$ cat src/rtl/regex_cpu_window.sv
// Single-thread regex step over a character window: fetch (pc), execute against window[cc_id], emit 0..2 successors.
// Four cycles from thread acceptance to first output; outputs hold while output_pc_ready=0; REGEX_CPU_WINDOW_EXT_OPCODES_EN enables MATCH_ANY/NOT_MATCH.
module regex_cpu_window #(
    parameter int PC_WIDTH          = 8,
    parameter int CHARACTER_WIDTH   = 8,
    parameter int CC_ID_BITS        = 2,
    parameter int MEMORY_WIDTH      = 16,
    parameter int MEMORY_ADDR_WIDTH = 11
) (
    input  logic                                        clk,
    input  logic                                        rst,
    input  logic [(2**CC_ID_BITS)*CHARACTER_WIDTH-1:0]  current_characters,
    input  logic                                        input_pc_valid,
    output logic                                        input_pc_ready,
    input  logic [PC_WIDTH-1:0]                         input_pc,
    input  logic [CC_ID_BITS-1:0]                       input_cc_id,
    output logic                                        memory_valid,
    input  logic                                        memory_ready,
    output logic [MEMORY_ADDR_WIDTH-1:0]                memory_addr,
    input  logic [MEMORY_WIDTH-1:0]                     memory_data,
    output logic                                        output_pc_valid,
    input  logic                                        output_pc_ready,
    output logic [PC_WIDTH-1:0]                         output_pc,
    output logic [CC_ID_BITS-1:0]                       output_cc_id,
    output logic                                        accepts
);

    localparam int WINDOW_BITS = (2**CC_ID_BITS) * CHARACTER_WIDTH;

    localparam logic [2:0] S_IDLE      = 3'd0;
    localparam logic [2:0] S_FETCH     = 3'd1;
    localparam logic [2:0] S_WAIT_DATA = 3'd2;
    localparam logic [2:0] S_EXEC      = 3'd3;
    localparam logic [2:0] S_OUT_A     = 3'd4;
    localparam logic [2:0] S_OUT_B     = 3'd5;

    localparam logic [2:0] OP_ACCEPT         = 3'd0;
    localparam logic [2:0] OP_SPLIT          = 3'd1;
    localparam logic [2:0] OP_MATCH          = 3'd2;
    localparam logic [2:0] OP_JMP            = 3'd3;
    localparam logic [2:0] OP_END            = 3'd4;
    localparam logic [2:0] OP_MATCH_ANY      = 3'd5;
    localparam logic [2:0] OP_ACCEPT_PARTIAL = 3'd6;
    localparam logic [2:0] OP_NOT_MATCH      = 3'd7;

    logic [2:0]                 state;
    logic [PC_WIDTH-1:0]        pc_q;
    logic [CC_ID_BITS-1:0]      cc_q;
    logic [WINDOW_BITS-1:0]     window_q;
    logic [MEMORY_WIDTH-1:0]    instr_q;
    logic                       split_q;

    logic [2:0]                 opcode;
    logic [2:0]                 eff_op;
    logic [CHARACTER_WIDTH-1:0] ch;
    logic                       char_eq;
    logic [PC_WIDTH-1:0]        target;
    logic [PC_WIDTH-1:0]        pc_inc;
    logic [CC_ID_BITS-1:0]      cc_inc;
    logic                       unused_instr;

    assign opcode       = instr_q[MEMORY_WIDTH-1 -: 3];
    assign ch           = window_q[cc_q*CHARACTER_WIDTH +: CHARACTER_WIDTH];
    assign char_eq      = (ch == instr_q[CHARACTER_WIDTH-1:0]);
    assign target       = instr_q[PC_WIDTH-1:0];
    assign pc_inc       = pc_q + 1'b1;
    assign cc_inc       = cc_q + 1'b1;
    assign unused_instr = ^instr_q;

    // Without the extension the two extra opcodes simply drop the thread.
    always_comb begin
        eff_op = opcode;
`ifndef REGEX_CPU_WINDOW_EXT_OPCODES_EN
        if (opcode == OP_MATCH_ANY || opcode == OP_NOT_MATCH)
            eff_op = OP_END;
`endif
    end

    assign input_pc_ready  = (state == S_IDLE);
    assign memory_valid    = (state == S_FETCH);
    assign output_pc_valid = (state == S_OUT_A) || (state == S_OUT_B);

    always_comb begin
        memory_addr                = '0;
        memory_addr[PC_WIDTH-1:0]  = pc_q;
    end

    always_ff @(posedge clk or negedge rst) begin
        if (!rst) begin
            state        <= S_IDLE;
            pc_q         <= '0;
            cc_q         <= '0;
            window_q     <= '0;
            instr_q      <= '0;
            split_q      <= 1'b0;
            output_pc    <= '0;
            output_cc_id <= '0;
            accepts      <= 1'b0;
        end else begin
            accepts <= 1'b0;
            case (state)
                S_IDLE: begin
                    if (input_pc_valid) begin
                        pc_q     <= input_pc;
                        cc_q     <= input_cc_id;
                        window_q <= current_characters;
                        state    <= S_FETCH;
                    end
                end
                S_FETCH: begin
                    if (memory_ready)
                        state <= S_WAIT_DATA;
                end
                S_WAIT_DATA: begin
                    instr_q <= memory_data;
                    state   <= S_EXEC;
                end
                S_EXEC: begin
                    split_q <= (eff_op == OP_SPLIT);
                    state   <= S_IDLE;
                    case (eff_op)
                        OP_ACCEPT:         accepts <= (ch == '0);
                        OP_ACCEPT_PARTIAL: accepts <= 1'b1;
                        OP_SPLIT: begin
                            output_pc    <= pc_inc;
                            output_cc_id <= cc_q;
                            state        <= S_OUT_A;
                        end
                        OP_JMP: begin
                            output_pc    <= target;
                            output_cc_id <= cc_q;
                            state        <= S_OUT_A;
                        end
                        OP_MATCH, OP_NOT_MATCH, OP_MATCH_ANY: begin
                            if ((eff_op == OP_MATCH_ANY) ||
                                (eff_op == OP_MATCH && char_eq) ||
                                (eff_op == OP_NOT_MATCH && !char_eq)) begin
                                output_pc    <= pc_inc;
                                output_cc_id <= cc_inc;
                                state        <= S_OUT_A;
                            end
                        end
                        default: ;
                    endcase
                end
                S_OUT_A: begin
                    if (output_pc_ready) begin
                        if (split_q) begin
                            output_pc <= target;
                            state     <= S_OUT_B;
                        end else begin
                            state <= S_IDLE;
                        end
                    end
                end
                S_OUT_B: begin
                    if (output_pc_ready)
                        state <= S_IDLE;
                end
                default: state <= S_IDLE;
            endcase
        end
    end

endmodule

$ cat config.mk
export PLATFORM = sky130hd
export DESIGN_NAME = regex_cpu_window
export DESIGN_NICKNAME = d
export VERILOG_FILES = /design/src/rtl/regex_cpu_window.sv
export SDC_FILE = /design/constraint.sdc
export NUM_CORES = 1
export LEC_CHECK = 0
export CAP_MARGIN = 0
export CORE_MARGIN = 4
export CORE_UTILIZATION = 49
export DETAILED_ROUTE_END_ITERATION = 10
export PLACE_DENSITY = 0.9
export SKIP_CTS_REPAIR_TIMING = 1
export SLEW_MARGIN = 15
export SYNTH_ARGS = -nofsm -noshare
export SYNTH_HDL_FRONTEND = slang
export SYNTH_SLANG_ARGS = --single-unit
$ cat constraint.sdc
create_clock -name clk -period 3.15 [get_ports clk]
set_clock_uncertainty 0.05 [all_clocks]
set_input_delay 0.315 -clock clk [delete_from_list [all_inputs] [get_ports clk]]
set_output_delay 0.315 -clock clk [all_outputs]
set_load 0.1 [all_outputs]
==> impl_summary.md <==
STA
The post-route clock period utilization is 0.836. The post-layout minimum cycle time is 2630 ps. The maximum clock frequency is between 300 and 400 MHz. The final-report hold violation count was 0.

For the pin with the worst max-slew slack, the measured transition is approximately 1000 ps. Summed over all failing endpoints, the final setup total negative slack is 0 ps. The total count of max-transition violations in the final report came to 0. The final setup violation count is 0.

The worst-case headroom to the max-slew limit is 0.332. Setup repair after global routing left no endpoint under its margin.

Synthesis
In the post-synthesis netlist, the cell with the most instances is dfrtp_1. The XOR/XNOR share of the synthesized area is 0.0468. Synthesis inferred 68 register bits. For this run, the number of Yosys warnings is 0. The post-synthesis cell area is 0.00337 sq mm. The share of the synthesized area in compound gates (AO/OA/AOI/OAI) is 0.0345. Of the total synthesized cell area, the portion taken by full adders, half adders and majority gates is 0.00371.

In the synthesized netlist the async set-or-reset flop fraction comes to 1.00. Synthesis handed over a netlist of 252 instances. In this run, distinct cell masters in the synthesized netlist total 41.

The share of synthesized area spent on multiplexers is 0.294. The sequential share of the synthesized area is 0.505. In the synthesized netlist the dominant register cell turns out to be dfrtp_1.

Of the post-synthesis cell area, the dominant cell type holds 0.505. The cell taking the most area after synthesis is dfrtp_1. The combinational family with the most area after synthesis is multiplexers. The mean cell area of the mapped netlist is 13.4 sq um. The number of enable-type register cells in the synthesized netlist is 0. After synthesis, the most frequently instantiated cells are dfrtp_1, mux2_2, nand2_1. Of the total synthesized cell area, the portion taken by AND, OR, NAND and NOR gates is 0.0802. By area the synthesized netlist is led by dfrtp_1, mux2_2, mux2_4.

Die
The initial utilization of the core area, before any placement, comes to 0.519. The area of the die is between 0.008 and 0.009 sq mm. The core area is 0.00649 sq mm.

The row count is 29. The die is 90.9 um wide. In this run the count of I/O pins placed on the die edge is 88.

The die is 90.9 um tall.

Power and ir drop
The maximum vdd ir drop is ~490 uV. The power density relative to cell area is between 1000 and 1500 mW/mm^2. The standby leakage power is 1.81 nW. The total chip power is 5.46 mW.

Worst hold path
The type of the tightest min-delay check is reg -> reg.

Setup path
STA classifies the critical path endpoint as a register. Data arrives at the worst endpoint at between 2000 and 3000 ps. The critical-path maximum fanout is 19. The startpoint type of the worst setup path is a register. The data required time at the worst endpoint is 3330 ps.

The setup path with the least slack is of type reg -> reg.

Clocking
The number of sinks on the clock net is 68. The TritonCTS clock tree is built. The longest clock path from root to sink contains 2 buffers. After clock tree synthesis, the clock-pin slew on the worst setup and hold paths is 70 ps. TritonCTS created 9 clock buffers.

For the worst-skew pair, the clock arrives at the later sink with an insertion delay of 340 ps. The cell at the root of the clock tree is clkbuf_8. The clock tree synthesis step divided the H-tree into 3 levels.

GRT
The number of antenna violations at the first check in global routing is 0. The number of global-route vias before repair is 2518. The total grt overflow is 0. The global router's overall resource usage is 0.195. The first global-routing pass estimated about 13 mm of wire. The pin count of the biggest net entering global routing is approximately 50.

Finish
The repair_antennas step left the layout with diodes totalling 0. The number of fill cells in the layout is ~450. From synthesis to final layout, the design area changed by 30.5%. The share of the core filled with cells in the final layout is 0.677. The final-stage net count is 398. In the final layout, the share of cells above drive strength 1 is 0.294.

Drt
The remaining antenna violation count is 0. The number of vias in the routed layout is roughly 2400. The number of optimization iterations in the first detailed-route pass is 4. The count of unresolved DRC violations after routing is 0. The routed length per placed instance is 18.1 um. The total wire length after detailed routing is 7.51 mm.

Using the TritonRoute via totals, the vias-per-cell ratio works out to 5.75. For this block, the initial DRC count from the detailed router was 116.

Job
The number of maximum-capacitance constraint violations is 0.

Run status
The flow ran to the end, and the final reports show no timing, DRC or antenna violations.

Place
The weighted congestion at the end of routability-driven global placement is 0.807. The HPWL reported at the end of detailed placement is 5.59 mm. During placement, the flow inserted port buffers numbering 79.
-- cell usage in the layout (no fill, tap or decap), types with 2 or more instances in the layout --
| master | Yosys | routed |
|---|---|---|
| xnor2_1 | 8 | 8 |
| mux2_2 | 55 | 55 |
| a21oi_1 | 3 | 3 |
| clkdlybuf4s50_1 | 0 | 69 |
| nand4_1 | 2 | 2 |
| nor3_1 | 4 | 4 |
| mux2_4 | 8 | 8 |
| nand2b_1 | 4 | 4 |
| o21ai_0 | 8 | 8 |
| nor4b_1 | 2 | 2 |
| dfrtp_1 | 68 | 68 |
| mux2i_1 | 6 | 6 |
| nand3_1 | 5 | 5 |
| nor4_1 | 6 | 5 |
| nor2_1 | 2 | 2 |
| nand3b_1 | 2 | 2 |
| mux4_1 | 3 | 3 |
| and3_1 | 2 | 2 |
| conb_1 | 1 | 3 |
| nand2_1 | 13 | 13 |
| clkbuf_8 | 0 | 13 |
| mux4_2 | 4 | 4 |
| nor3b_1 | 2 | 2 |
| a2111oi_0 | 2 | 2 |
| mux2_1 | 2 | 2 |
| inv_1 | 3 | 3 |
| xor2_1 | 10 | 10 |
| buf_4 | 4 | 15 |
-- routing by layer --
layer  part of all wire  track usage  vias up  wire [um]
met2               0.50        0.315       72       3750
met1               0.43        0.252     1212       3210
met3              0.051       0.0450       13        386
met4              0.021       0.0892        0        156
li1                   -            -     1083          -
met5                  0            0        -          0
-- worst max-delay path: stages, from the launching register on --
cell	delay, ps
dfrtp_1	820
mux2i_1	300
xor2_1	80
and3_2	210
o21ai_0	260
a21oi_1	110
o32a_1	170
buf_4	190
mux2_4	300
-- cell type report --
class | instances | area (sq um) | area share
clock buffer | 13 | 179 | 0.0407
clock inverter | 1 | 30.0 | 0.00683
inverter | 3 | 11.3 | 0.00256
multi-input combinational | 167 | 1570 | 0.356
sequential | 68 | 1700 | 0.387
tap | 77 | 96.3 | 0.0219
timing repair buffer | 85 | 813 | 0.185
-- flip-flops by register name (all words and copies together) (netlist names) --
signal and cells:
window_q 32, instr_q 11, output_pc 8, pc_q 8, state 3, cc_q 2, output_cc_id 2, accepts 1
split_q 1
-- through the flow --
step	area, sq um	hold WS [ps]	setup WS [ps]	instances
5_1_grt	4400	481	318	414
3_5_place_dp	4180	443	548	399
2_1_floorplan	3380	-30.6	37.5	254
4_1_cts	4380	135	536	413
3_3_place_gp	4180	419	575	399
6_report	4400	449	518	414
-- power breakdown --
part           switching, mW  internal [mW]  total [mW]
Sequential             0.529           1.31        1.84
Combinational           1.67           1.20        2.87
Clock                  0.302          0.443       0.746
Total                   2.50           2.96        5.46
-- cells by family (layout without fill, tap and decap cells) --
kind of cell	Yosys count	in the layout
xor gates and xnor gates	18	18
other	1	3
DFF	68	68
and+or+nand+nor	48	48
buffers and inverters	19	102
AOI/OAI and AO/OA	19	19
adders and majority gates	1	1
muxes	78	78
-- path summary, 6_finish.rpt --
| kind | endpoint | depth (start not counted) | slack (ps) | start |
|---|---|---|---|---|
| max in group asynchronous | pc_q[5] | 3 | 1970 | rst |
| hold reg to reg | output_cc_id[0] | 1 | 450 | output_cc_id[0] |
| hold / removal | output_cc_id[0] | 1 | 450 | output_cc_id[0] |
| setup reg to reg | output_pc[0] | 8 | 520 | cc_q[1] |
| min in group asynchronous | window_q[24] | 2 | 480 | rst |
| setup / recovery | output_pc[0] | 8 | 520 | cc_q[1] |
Power figures use the tool's default switching activity.
